==> config.mk <==
export PLATFORM = sky130hd
export DESIGN_NAME = pid_channel_scheduler
export DESIGN_NICKNAME = d
export VERILOG_FILES = /design/src/rtl/pid_channel_scheduler.sv
export SDC_FILE = /design/constraint.sdc
export NUM_CORES = 2
export LEC_CHECK = 0
export CORE_MARGIN = 2
export CORE_UTILIZATION = 30
export CTS_CLUSTER_DIAMETER = 40
export DETAILED_ROUTE_END_ITERATION = 8
export PLACE_DENSITY = 0.46
export SETUP_SLACK_MARGIN = 0.05
export SLEW_MARGIN = 30
export SYNTH_ARGS = -nofsm -noshare
export SYNTH_HDL_FRONTEND = slang
export SYNTH_SLANG_ARGS = --single-unit
==> constraint.sdc <==
create_clock -name clk -period 18.1 [get_ports clk]
set_input_delay 3.62 -clock clk [delete_from_list [all_inputs] [get_ports clk]]
set_output_delay 3.62 -clock clk [all_outputs]
set_load 0.01 [all_outputs]
==> src/rtl/pid_channel_scheduler.sv <==
// pid_channel_scheduler
// Time-shares one PID datapath across N_CH control loops. Each channel keeps
// its own gains, 24-bit saturating integral and previous error. A tick
// snapshots setpoint, feedback and enables, then channels are processed
// round-robin. An enabled channel takes 4 cycles and a disabled one takes 1.
//
// Ports
//   clk, rst             clock, synchronous active-high reset
//   tick                 sample strobe; starts a frame when idle
//   ch_en                per-channel enable (snapshotted at frame start)
//   setpoint, feedback   8 bits per channel, channel c at [8c+7:8c]
//   cfg_valid/cfg_ready  gain write handshake; ready is !busy
//   cfg_ch, cfg_sel      target channel; 0=Kp 1=Ki 2=Kd 3=clear integ/prev_err
//   cfg_data             gain value
//   control_out          registered per-channel outputs
//   out_valid, out_ch    one-cycle pulse and index when a channel updates
//   busy, frame_done     frame in progress / end-of-frame pulse
//   overrun              sticky: a tick arrived while busy
//
// state  | meaning
// IDLE   | waiting for tick; config writes accepted
// LOAD   | err = sp - fb for channel ch
// TERMS  | integral update (saturating) and derivative
// OUTPUT | sum, clamp to 0..255, write control_out, pulse out_valid
// STORE  | save prev_err, advance to next channel
// SKIP   | disabled channel: clear its state and output, advance
module pid_channel_scheduler #(
  parameter int         N_CH   = 4,
  parameter logic [7:0] KP_RST = 8'd2,
  parameter logic [7:0] KI_RST = 8'd1,
  parameter logic [7:0] KD_RST = 8'd1
) (
  input  logic                clk,
  input  logic                rst,
  input  logic                tick,
  input  logic [N_CH-1:0]     ch_en,
  input  logic [8*N_CH-1:0]   setpoint,
  input  logic [8*N_CH-1:0]   feedback,
  input  logic                cfg_valid,
  output logic                cfg_ready,
  input  logic [2:0]          cfg_ch,
  input  logic [1:0]          cfg_sel,
  input  logic [7:0]          cfg_data,
  output logic [8*N_CH-1:0]   control_out,
  output logic                out_valid,
  output logic [2:0]          out_ch,
  output logic                busy,
  output logic                frame_done,
  output logic                overrun
);

  localparam int CW = (N_CH > 1) ? $clog2(N_CH) : 1;
  localparam logic [CW-1:0] LAST_CH = CW'(N_CH - 1);
  localparam logic signed [24:0] I_MAX = 25'sd8388607;
  localparam logic signed [24:0] I_MIN = -25'sd8388608;

  typedef enum logic [2:0] {IDLE, LOAD, TERMS, OUTPUT, STORE, SKIP} state_t;

  state_t                  state;
  logic [CW-1:0]           ch;
  logic [N_CH-1:0]         en_snap;
  logic [N_CH-1:0][7:0]    sp_snap, fb_snap;
  logic [N_CH-1:0][7:0]    kp_q, ki_q, kd_q, ctrl_q;
  logic signed [23:0]      integ_q    [N_CH];
  logic signed [15:0]      prev_err_q [N_CH];
  logic signed [15:0]      err_q;
  logic signed [16:0]      deriv_q;

  logic signed [8:0]       err_new;
  logic signed [24:0]      ki_prod, integ_sum;
  logic signed [23:0]      integ_next;
  logic signed [16:0]      deriv_new;
  logic signed [19:0]      p_term, i_term, d_term, sum;
  logic [7:0]              out_sat;
  logic                    cfg_hit;
  logic [CW-1:0]           cfg_idx;

  assign cfg_ready   = ~busy;
  assign control_out = ctrl_q;
  assign cfg_hit     = cfg_valid && !busy && (32'(cfg_ch) < N_CH);
  assign cfg_idx     = cfg_ch[CW-1:0];

  always_comb begin
    err_new   = $signed({1'b0, sp_snap[ch]}) - $signed({1'b0, fb_snap[ch]});
    ki_prod   = $signed({17'd0, ki_q[ch]}) * $signed({{9{err_q[15]}}, err_q});
    integ_sum = $signed({integ_q[ch][23], integ_q[ch]}) + ki_prod;
    if (integ_sum > I_MAX)
      integ_next = I_MAX[23:0];
    else if (integ_sum < I_MIN)
      integ_next = I_MIN[23:0];
    else
      integ_next = integ_sum[23:0];
    deriv_new = $signed({err_q[15], err_q}) - $signed({prev_err_q[ch][15], prev_err_q[ch]});
    // 20 bits holds the worst case of all three terms without overflow.
    p_term = $signed({12'd0, kp_q[ch]}) * $signed({{4{err_q[15]}}, err_q});
    i_term = $signed({{4{integ_q[ch][23]}}, integ_q[ch][23:8]});
    d_term = $signed({12'd0, kd_q[ch]}) * $signed({{3{deriv_q[16]}}, deriv_q});
    sum    = p_term + i_term + d_term;
    if (sum[19])
      out_sat = 8'd0;
    else if (sum > 20'sd255)
      out_sat = 8'hFF;
    else
      out_sat = sum[7:0];
  end

  always_ff @(posedge clk) begin
    if (rst) begin
      state      <= IDLE;
      ch         <= '0;
      en_snap    <= '0;
      sp_snap    <= '0;
      fb_snap    <= '0;
      kp_q       <= {N_CH{KP_RST}};
      ki_q       <= {N_CH{KI_RST}};
      kd_q       <= {N_CH{KD_RST}};
      ctrl_q     <= '0;
      err_q      <= '0;
      deriv_q    <= '0;
      out_valid  <= 1'b0;
      out_ch     <= '0;
      busy       <= 1'b0;
      frame_done <= 1'b0;
      overrun    <= 1'b0;
      for (int i = 0; i < N_CH; i++) begin
        integ_q[i]    <= '0;
        prev_err_q[i] <= '0;
      end
    end else begin
      out_valid  <= 1'b0;
      frame_done <= 1'b0;
      if (tick && busy)
        overrun <= 1'b1;

      // Only possible while idle, so never collides with the FSM writes below.
      if (cfg_hit) begin
        case (cfg_sel)
          2'd0: kp_q[cfg_idx] <= cfg_data;
          2'd1: ki_q[cfg_idx] <= cfg_data;
          2'd2: kd_q[cfg_idx] <= cfg_data;
          default: begin
            integ_q[cfg_idx]    <= '0;
            prev_err_q[cfg_idx] <= '0;
          end
        endcase
      end

      case (state)
        IDLE: begin
          if (tick) begin
            sp_snap <= setpoint;
            fb_snap <= feedback;
            en_snap <= ch_en;
            ch      <= '0;
            busy    <= 1'b1;
            state   <= ch_en[0] ? LOAD : SKIP;
          end
        end
        LOAD: begin
          err_q <= {{7{err_new[8]}}, err_new};
          state <= TERMS;
        end
        TERMS: begin
          integ_q[ch] <= integ_next;
          deriv_q     <= deriv_new;
          state       <= OUTPUT;
        end
        OUTPUT: begin
          ctrl_q[ch] <= out_sat;
          out_valid  <= 1'b1;
          out_ch     <= 3'(ch);
          state      <= STORE;
        end
        STORE, SKIP: begin
          if (state == STORE) begin
            prev_err_q[ch] <= err_q;
          end else begin
            integ_q[ch]    <= '0;
            prev_err_q[ch] <= '0;
            ctrl_q[ch]     <= '0;
          end
          if (ch == LAST_CH) begin
            state      <= IDLE;
            busy       <= 1'b0;
            frame_done <= 1'b1;
          end else begin
            ch    <= ch + 1'b1;
            state <= en_snap[ch + 1'b1] ? LOAD : SKIP;
          end
        end
        default: state <= IDLE;
      endcase
    end
  end

endmodule

Word level (Yosys, flattened, before mapping) --
Memory sizes are Yosys's and may differ from the RTL's. A register that Yosys moved wholly into a read port is not among the register bits. Cells that the tools add are included.
Word-level totals: flip-flop bits (word level) 233, memory bits (writable) 160, bits of input ports 85, output and inout bits 40, logic and storage cells 170, memories 2
Memories:
- integ_q | depth 4, bits a word 24, read ports 1, clocked after memory_dff 1, wr ports 4, RTL line 64 | logic signed [23:0] integ_q [N_CH];
- prev_err_q | depth 4, bits a word 16, read ports 1, clocked after memory_dff 1, wr ports 4, RTL line 65 | logic signed [15:0] prev_err_q [N_CH];
Operators by class: add/subtract/negate cells 6, multipliers 3, magnitude comparators 9, eq/ne operators 12, muxes and demuxes 74, bitwise operators 6, reduce and logical (&&, ||, !) cells 24
Operators with widths (count):
- 32-bit bitwise mux | 4
- 24-bit 2-to-1 mux | 5
- 8-bit binary-select mux with 2-bit select | 5
- 8-bit 2-to-1 mux | 9
- 32-bit one-hot mux with 2 select lines | 1
- 16-bit 2-to-1 mux | 3
- 24-bit OR reduction | 2
- 9-bit by 9-bit multiplier with 18-bit output | 2
- 32-bit bitwise AND | 1
- 8-bit demux with 2-bit select | 2
- 32-bit 2-to-1 mux | 1
- 32-bit NOT | 1
- 16-bit OR reduction | 2
- 1-bit 2-to-1 mux | 26
- 24-bit by 18-bit adder with 25-bit output | 1
- 25-bit by 24-bit > comparator with 1-bit output (second input constant) | 1
- 25-bit by 24-bit less-than comparator with 1-bit output (second input constant) | 1
- 19-bit by 20-bit adder with 20-bit output | 1
- 20-bit by 9-bit > comparator with 1-bit output (second input constant) | 1
- 9-bit by 17-bit multiplier with 20-bit output | 1
- 2-bit 2-to-1 mux | 10
- 18-bit by 16-bit adder with 19-bit output | 1
- 9-bit by 16-bit subtractor with 17-bit output | 1
- 3-bit one-hot mux with 5 select lines | 1
- 26 further kinds | 51

Longest topological paths before layout --
word-level depth 10, gate-level depth with buffers 26, depth with buffers taken out 23

Worst setup path after synthesis --
Ideal clock, no wire load.
kind flip-flop to flip-flop, start point reg ch[0], end point reg ctrl_q (netlist bit control_out[31]), setup time 117 ps, data arrival time 7486 ps, required time 17983 ps, path slack 10497 ps, stages on the path, launching flop included 26, path buffers 2, clock period less this slack 7603 ps, cell sequence dfxtp_1 -> buf_2 -> buf_1 -> mux4_2 -> and2_1 -> fa_1 -> inv_1 -> fa_1 -> fa_1 -> inv_1 -> fa_1 -> inv_1 -> fa_1 -> inv_1 -> fa_1 -> ha_1 -> ha_1 -> o21ai_0 -> o21ai_1 -> o31ai_1 -> a21oi_1 -> xor2_1 -> nor2_1 -> nand4b_1 -> o21bai_1 -> a32o_1
Between the ends: cells in the longest elaborated chain, start to end 10, elaborated cells between the ends (all ways) 21, those cells by class add/sub: 2; mul: 2; order compare: 3; mux: 11; bitwise: 2; reduce/logical: 1
RTL lines:
- start, declared | RTL line 60 | logic [CW-1:0] ch;
- start signal, assigned | RTL line 187 | ch <= ch + 1'b1;
- 8-bit binary-select mux with 2-bit select | RTL line 95 | p_term = $signed({12'd0, kp_q[ch]}) * $signed({{4{err_q[15]}}, err_q});
- 8-bit 2-to-1 mux (not written as such) | RTL line 95
- 9-bit by 9-bit multiplier with 18-bit output | RTL line 95
- 18-bit by 16-bit adder with 19-bit output | RTL line 98 | sum = p_term + i_term + d_term;
- 19-bit by 20-bit adder with 20-bit output | RTL line 98
- 20-bit by 9-bit > comparator with 1-bit output | RTL line 101 | else if (sum > 20'sd255)
- 8-bit 2-to-1 mux | RTL line 101
- 8-bit 2-to-1 mux | RTL line 99 | if (sum[19])
- 32-bit bitwise mux | RTL line 169 | ctrl_q[ch] <= out_sat;
- 32-bit one-hot mux with 2 select lines (*) | RTL line 148 | case (state)
- end signal, assigned by index | RTL line 169
- end, declared | RTL line 63 | logic [N_CH-1:0][7:0] kp_q, ki_q, kd_q, ctrl_q;
Every way passes the cells marked *; elsewhere a longest branch is shown, timed or not. The select of a mux whose other input is x is not followed. A chain may end at the register's enable or synchronous reset.

Worst setup path after layout --
start point reg ch[0], end point reg ctrl_q (netlist bit control_out[28])
The elaborated chain is that of the path after synthesis.

==> impl_metrics.prom <==
# TYPE chip_impl_metric gauge
chip_impl_info{name="crit_path_start_kind",value="flop"} 1
chip_impl_metric{name="share_of_cells_above_drive_strength_1",unit="%"} 8.38
chip_impl_metric{name="crit_required",unit="ps"} 18560
chip_impl_metric{name="p_comb_share",unit="%"} 29.2
chip_impl_metric{name="worst-slew-pin-transition",unit="ps"} 923
chip_impl_info{name="regToRegStartpoint",value="ch[0]$_SDFFE_PP0P_"} 1
chip_impl_info{name="min-delay-start",value="err_q[4]$_SDFFE_PP0P_"} 1
chip_impl_metric{name="vias_per_cell",unit=""} 4.79
chip_impl_info{name="busiest_layer",value="met2"} 1
chip_impl_info{name="timing.critical_path.to_type",value="flop"} 1
chip_impl_metric{name="fin_hold_ws",unit="ps"} 451
chip_impl_metric{name="placement.setup.worst_slack",unit="ps"} 9410
chip_impl_metric{name="cts_htree_levels",unit=""} 2
chip_impl_metric{name="reg2reg_depth",unit=""} 22
chip_impl_metric{name="die_width",unit="um"} 301
chip_impl_metric{name="vdd.ir_drop.worst",unit="mV"} 0.0783
chip_impl_metric{name="flow.area_growth_from_synthesis",unit="%"} 17.2
chip_impl_metric{name="drt_iter0_drc",unit=""} 1041
chip_impl_info{name="tritoncts",value="built"} 1
chip_impl_metric{name="use_met3",unit="%"} 2.18
chip_impl_metric{name="fin_tns_setup",unit="ps"} 0
chip_impl_metric{name="whs_path_depth",unit=""} 2
chip_impl_metric{name="finalSetupViolations",unit=""} 0
chip_impl_metric{name="synth_enable_flop_cells",unit=""} 132
chip_impl_metric{name="cts.hold.buffers_added",unit=""} 0
chip_impl_info{name="timing_worst_setup_path_type",value="flop to flop"} 1
chip_impl_metric{name="post_synth_num_cell_types",unit=""} 60
chip_impl_metric{name="multi_input_area",unit="mm^2"} 0.0161
chip_impl_metric{name="final_area",unit="mm^2"} 0.0309
chip_impl_metric{name="die_area",unit="mm^2"} 0.0904
chip_impl_metric{name="drt_first_pass_iters",unit=""} 5
chip_impl_info{name="hold_path_end",value="err_q[4]$_SDFFE_PP0P_"} 1
chip_impl_info{name="crit-reg2reg-capture",value="control_out[28]$_SDFFE_PP0P_"} 1
chip_impl_metric{name="die_height",unit="um"} 301
chip_impl_metric{name="total_number_of_clock_tree_sinks",unit=""} 367
chip_impl_info{name="crit_start",value="ch[0]$_SDFFE_PP0P_"} 1
chip_impl_metric{name="groute.usage.overall",unit="%"} 17.1
chip_impl_metric{name="vias",unit=""} 18849
chip_impl_info{name="min_path_type",value="flop to flop"} 1
chip_impl_metric{name="detail_route.wl_per_cell",unit="um"} 19.3
chip_impl_metric{name="syn_area_per_cell",unit="um^2"} 9.95
chip_impl_metric{name="grt_util_met1",unit="%"} 22.2
chip_impl_info{name="outcome",value="completed"} 1
chip_impl_metric{name="synth_cells",unit=""} 2655
chip_impl_metric{name="final-hold-violation-count",unit=""} 0
chip_impl_metric{name="cts-buffers-inserted",unit=""} 60
chip_impl_metric{name="number_of_antenna_violations_at_the_first_check_in_global_routing",unit=""} 2
chip_impl_metric{name="achievable-frequency",unit="MHz"} 116
chip_impl_metric{name="leakage",unit="nW"} 13.3
chip_impl_metric{name="synth_seq_cells",unit=""} 367
chip_impl_info{name="synth_flop_cell",value="dfxtp_1"} 1
chip_impl_metric{name="final-seq-area",unit="mm^2"} 0.00867
chip_impl_metric{name="dr_drc_count",unit=""} 0
chip_impl_metric{name="p_per_area",unit="mW/mm^2"} 98.3
chip_impl_metric{name="worst-r2r-setup-slack",unit="ps"} 9470
chip_impl_metric{name="insertion_delay",unit="ps"} 650
chip_impl_metric{name="fillCellCount",unit=""} 8798
chip_impl_info{name="rsz0062_at_grt",value="false"} 1
chip_impl_metric{name="reg_clk_slew_reported_paths",unit="ps"} 60
chip_impl_metric{name="grt_start_max_net_pins",unit=""} 81
chip_impl_metric{name="initial_cell_density_of_the_core",unit="%"} 30.3
chip_impl_metric{name="first_global_vias",unit=""} 20530
chip_impl_metric{name="critPathArrivalTime",unit="ps"} 9090
chip_impl_metric{name="share_seq_of_total_power",unit="%"} 32.0
chip_impl_info{name="cts_root_buffer",value="clkbuf_16"} 1
chip_impl_metric{name="max-clock-path-buffers",unit=""} 3
chip_impl_metric{name="remaining_overflow_grt",unit=""} 0
chip_impl_metric{name="layout.core_utilization",unit="%"} 35.6
chip_impl_metric{name="core_box_area",unit="mm^2"} 0.0870
chip_impl_metric{name="timing.max_cap.violations",unit=""} 0
chip_impl_metric{name="net-switching-power",unit="mW"} 1.06
chip_impl_metric{name="drv_slew",unit=""} 0
chip_impl_metric{name="cts_post_setup_buffers_inserted",unit=""} 0
chip_impl_metric{name="io_port_bufs",unit=""} 123
chip_impl_metric{name="placed_area",unit="mm^2"} 0.0288
chip_impl_metric{name="crit_path_max_fanout",unit=""} 25
chip_impl_metric{name="slew_headroom",unit="%"} 38.4
chip_impl_metric{name="post-dp-hpwl",unit="um"} 57100
chip_impl_metric{name="register_area_share_after_synthesis",unit="%"} 32.8
chip_impl_metric{name="global_route_wire_length_before_repair",unit="um"} 120000
chip_impl_metric{name="post_synthesis_net_count",unit=""} 3166
chip_impl_metric{name="totalWireLength",unit="um"} 76200
chip_impl_metric{name="ys.warnings.count",unit=""} 0
chip_impl_metric{name="io_pins",unit=""} 125
chip_impl_metric{name="antenna_violating_nets_post_route",unit=""} 0
chip_impl_metric{name="layout.nets",unit=""} 3239
chip_impl_metric{name="clock_power_share",unit="%"} 38.8
chip_impl_metric{name="cts-resized-gates",unit=""} 0
chip_impl_metric{name="switching_share",unit="%"} 35.0
chip_impl_metric{name="floorplan.rows",unit=""} 108
chip_impl_metric{name="syn-cell-area",unit="mm^2"} 0.0264
chip_impl_metric{name="gp_congestion",unit=""} 0.813
chip_impl_metric{name="final_period_minus_worst_setup_slack",unit="ps"} 8630
chip_impl_metric{name="synthArstFlopShare",unit="%"} 0
chip_impl_metric{name="worst_clock_skew",unit="ps"} 67.8
chip_impl_metric{name="finalWorstSetupSlack",unit="ps"} 9470
chip_impl_metric{name="post-route-period-util",unit="%"} 47.7
chip_impl_metric{name="grt.met2_usage",unit="%"} 30.1
chip_impl_metric{name="power_report.internal_total",unit="mW"} 1.98
## registers in the layout (all words and copies together), names as in the netlist, named ones only
register	flops
overrun	1
fb_snap	32
out_ch	2
err_q	9
kd_q	32
out_valid	1
kp_q	32
sp_snap	32
deriv_q	17
control_out	32
frame_done	1
integ_q	96
busy	1
ch	2
prev_err_q	36
en_snap	4
state	3
ki_q	32
## worst max path at each step
stage / endpoint / slack, ps / cells past startpoint
after floorplan: control_out[31]$_SDFFE_PP0P_ / 10500 / 25
after global placement: control_out[3]$_SDFFE_PP0P_ / 9610 / 22
after detailed placement: control_out[28]$_SDFFE_PP0P_ / 9410 / 24
after CTS: control_out[28]$_SDFFE_PP0P_ / 9330 / 22
after global routing: control_out[28]$_SDFFE_PP0P_ / 8920 / 24
final: control_out[28]$_SDFFE_PP0P_ / 9470 / 22
## stage by stage
stage / cells / power (mW)
final: 3936 / 3.04
after global routing: 3934 / 3.24
after floorplan: 2655 / 1.60
after CTS: 3934 / 3.08
after global placement: 3821 / 1.88
after detailed placement: 3821 / 1.89
## critical path, cell delays in order (launching register included)
cell and delay (ps):
dfxtp_4 610, buf_4 560, mux4_2 810, and2_1 280, fa_1 530, inv_1 60
fa_1 540, inv_1 50, fa_1 480, fa_1 530, fa_1 430, fa_1 510
fa_1 410, ha_1 370, a21oi_1 90, o22ai_1 300, nor2_1 90, o21ai_0 140
mux2i_1 140, nor4_1 270, nand4b_1 530, nor2_1 510, a311oi_1 170
## final cells by class
type | count | share of cell area, %
Clock buffer | 69 | 5.21
Antenna cell | 2 | 0.0162
Timing Repair Buffer | 149 | 4.61
Sequential cell | 367 | 28.0
Clock inverter | 44 | 1.67
Inverter | 312 | 3.78
Multi-Input combinational cell | 1838 | 52.0
Tap cell | 1155 | 4.67
## power groups by stage
stage / Sequential [mW] / Clock [mW] / Combinational, mW
CTS: 0.975 / 1.20 / 0.905
floorplan: 0.947 / 0 / 0.651
detailed placement: 0.992 / 0 / 0.897
finish: 0.974 / 1.18 / 0.888
global placement: 0.989 / 0 / 0.891
global route: 0.983 / 1.24 / 1.01
## kinds of logic (layout without fill, tap and decap cells)
group                      after synthesis  in the layout  share of synthesized area (%)
xor gates and xnor gates                46             46                           1.58
DFF                                    367            367                           32.8
buffers and inverters                  450            574                           6.43
other                                    1              3                         0.0142
and+or+nand+nor                        867            867                           15.2
muxes                                  162            162                           9.65
adders and majority gates              426            426                           26.9
AOI/OAI and AO/OA                      336            336                           7.41
## Yosys cell counts (7+ instances only)
library cell	count	area (um^2)
a211o_1	15	131
a211oi_1	12	90.1
a21boi_0	7	52.6
a21o_1	10	75.1
a21oi_1	130	651
and2_1	140	876
and3_1	39	244
buf_1	22	82.6
clkbuf_1	111	417
dfxtp_1	235	4700
edfxtp_1	132	3960
fa_1	235	4700
ha_1	191	2390
inv_1	312	1170
mux2i_1	88	881
mux4_2	74	1670
nand2_1	343	1290
nand2b_1	18	113
nand3_1	14	70.1
nand3b_1	8	60.1
nor2_1	220	826
nor2b_1	22	138
nor3_1	20	100
nor3b_1	9	67.6
nor4_1	9	56.3
o211ai_1	7	52.6
o21a_1	10	75.1
o21ai_0	89	445
o21ai_1	24	120
or3_1	10	62.6
xnor2_1	24	210
xor2_1	21	184
## cell usage in the layout (no fill, tap or decap), types with 6 or more instances in the layout
master             n
xnor2_1           24
clkbuf_16         62
and3_1            39
nor2_2             6
nand3_1           14
dfxtp_1          232
mux4_2            74
inv_6             13
a21boi_0           6
nor2_1           214
clkinvlp_4         7
ha_1             191
o211ai_1           7
o21ai_1           24
nor2b_1           21
o21a_1            10
or3_1              9
nor3_1            18
nand2b_1          18
buf_4             26
o21ai_0           89
a211oi_1          12
edfxtp_1         132
a21o_1            10
clkdlybuf4s50_1  122
a211o_1           15
inv_1            312
nor4_1             9
xor2_1            21
inv_8              6
nand3b_1           8
a21oi_1          130
mux2i_1           88
nand2_1          339
and2_1           140
nor3b_1            8
a22o_1             6
fa_1             235
## metal layers
metal	share of wire [%]	vias to the layer above
met5	0	-
met4	2.1	0
met3	3.6	73
met2	49	373
met1	45	9447
li1	-	8956
No activity file was read; power rests on OpenSTA's default activity.
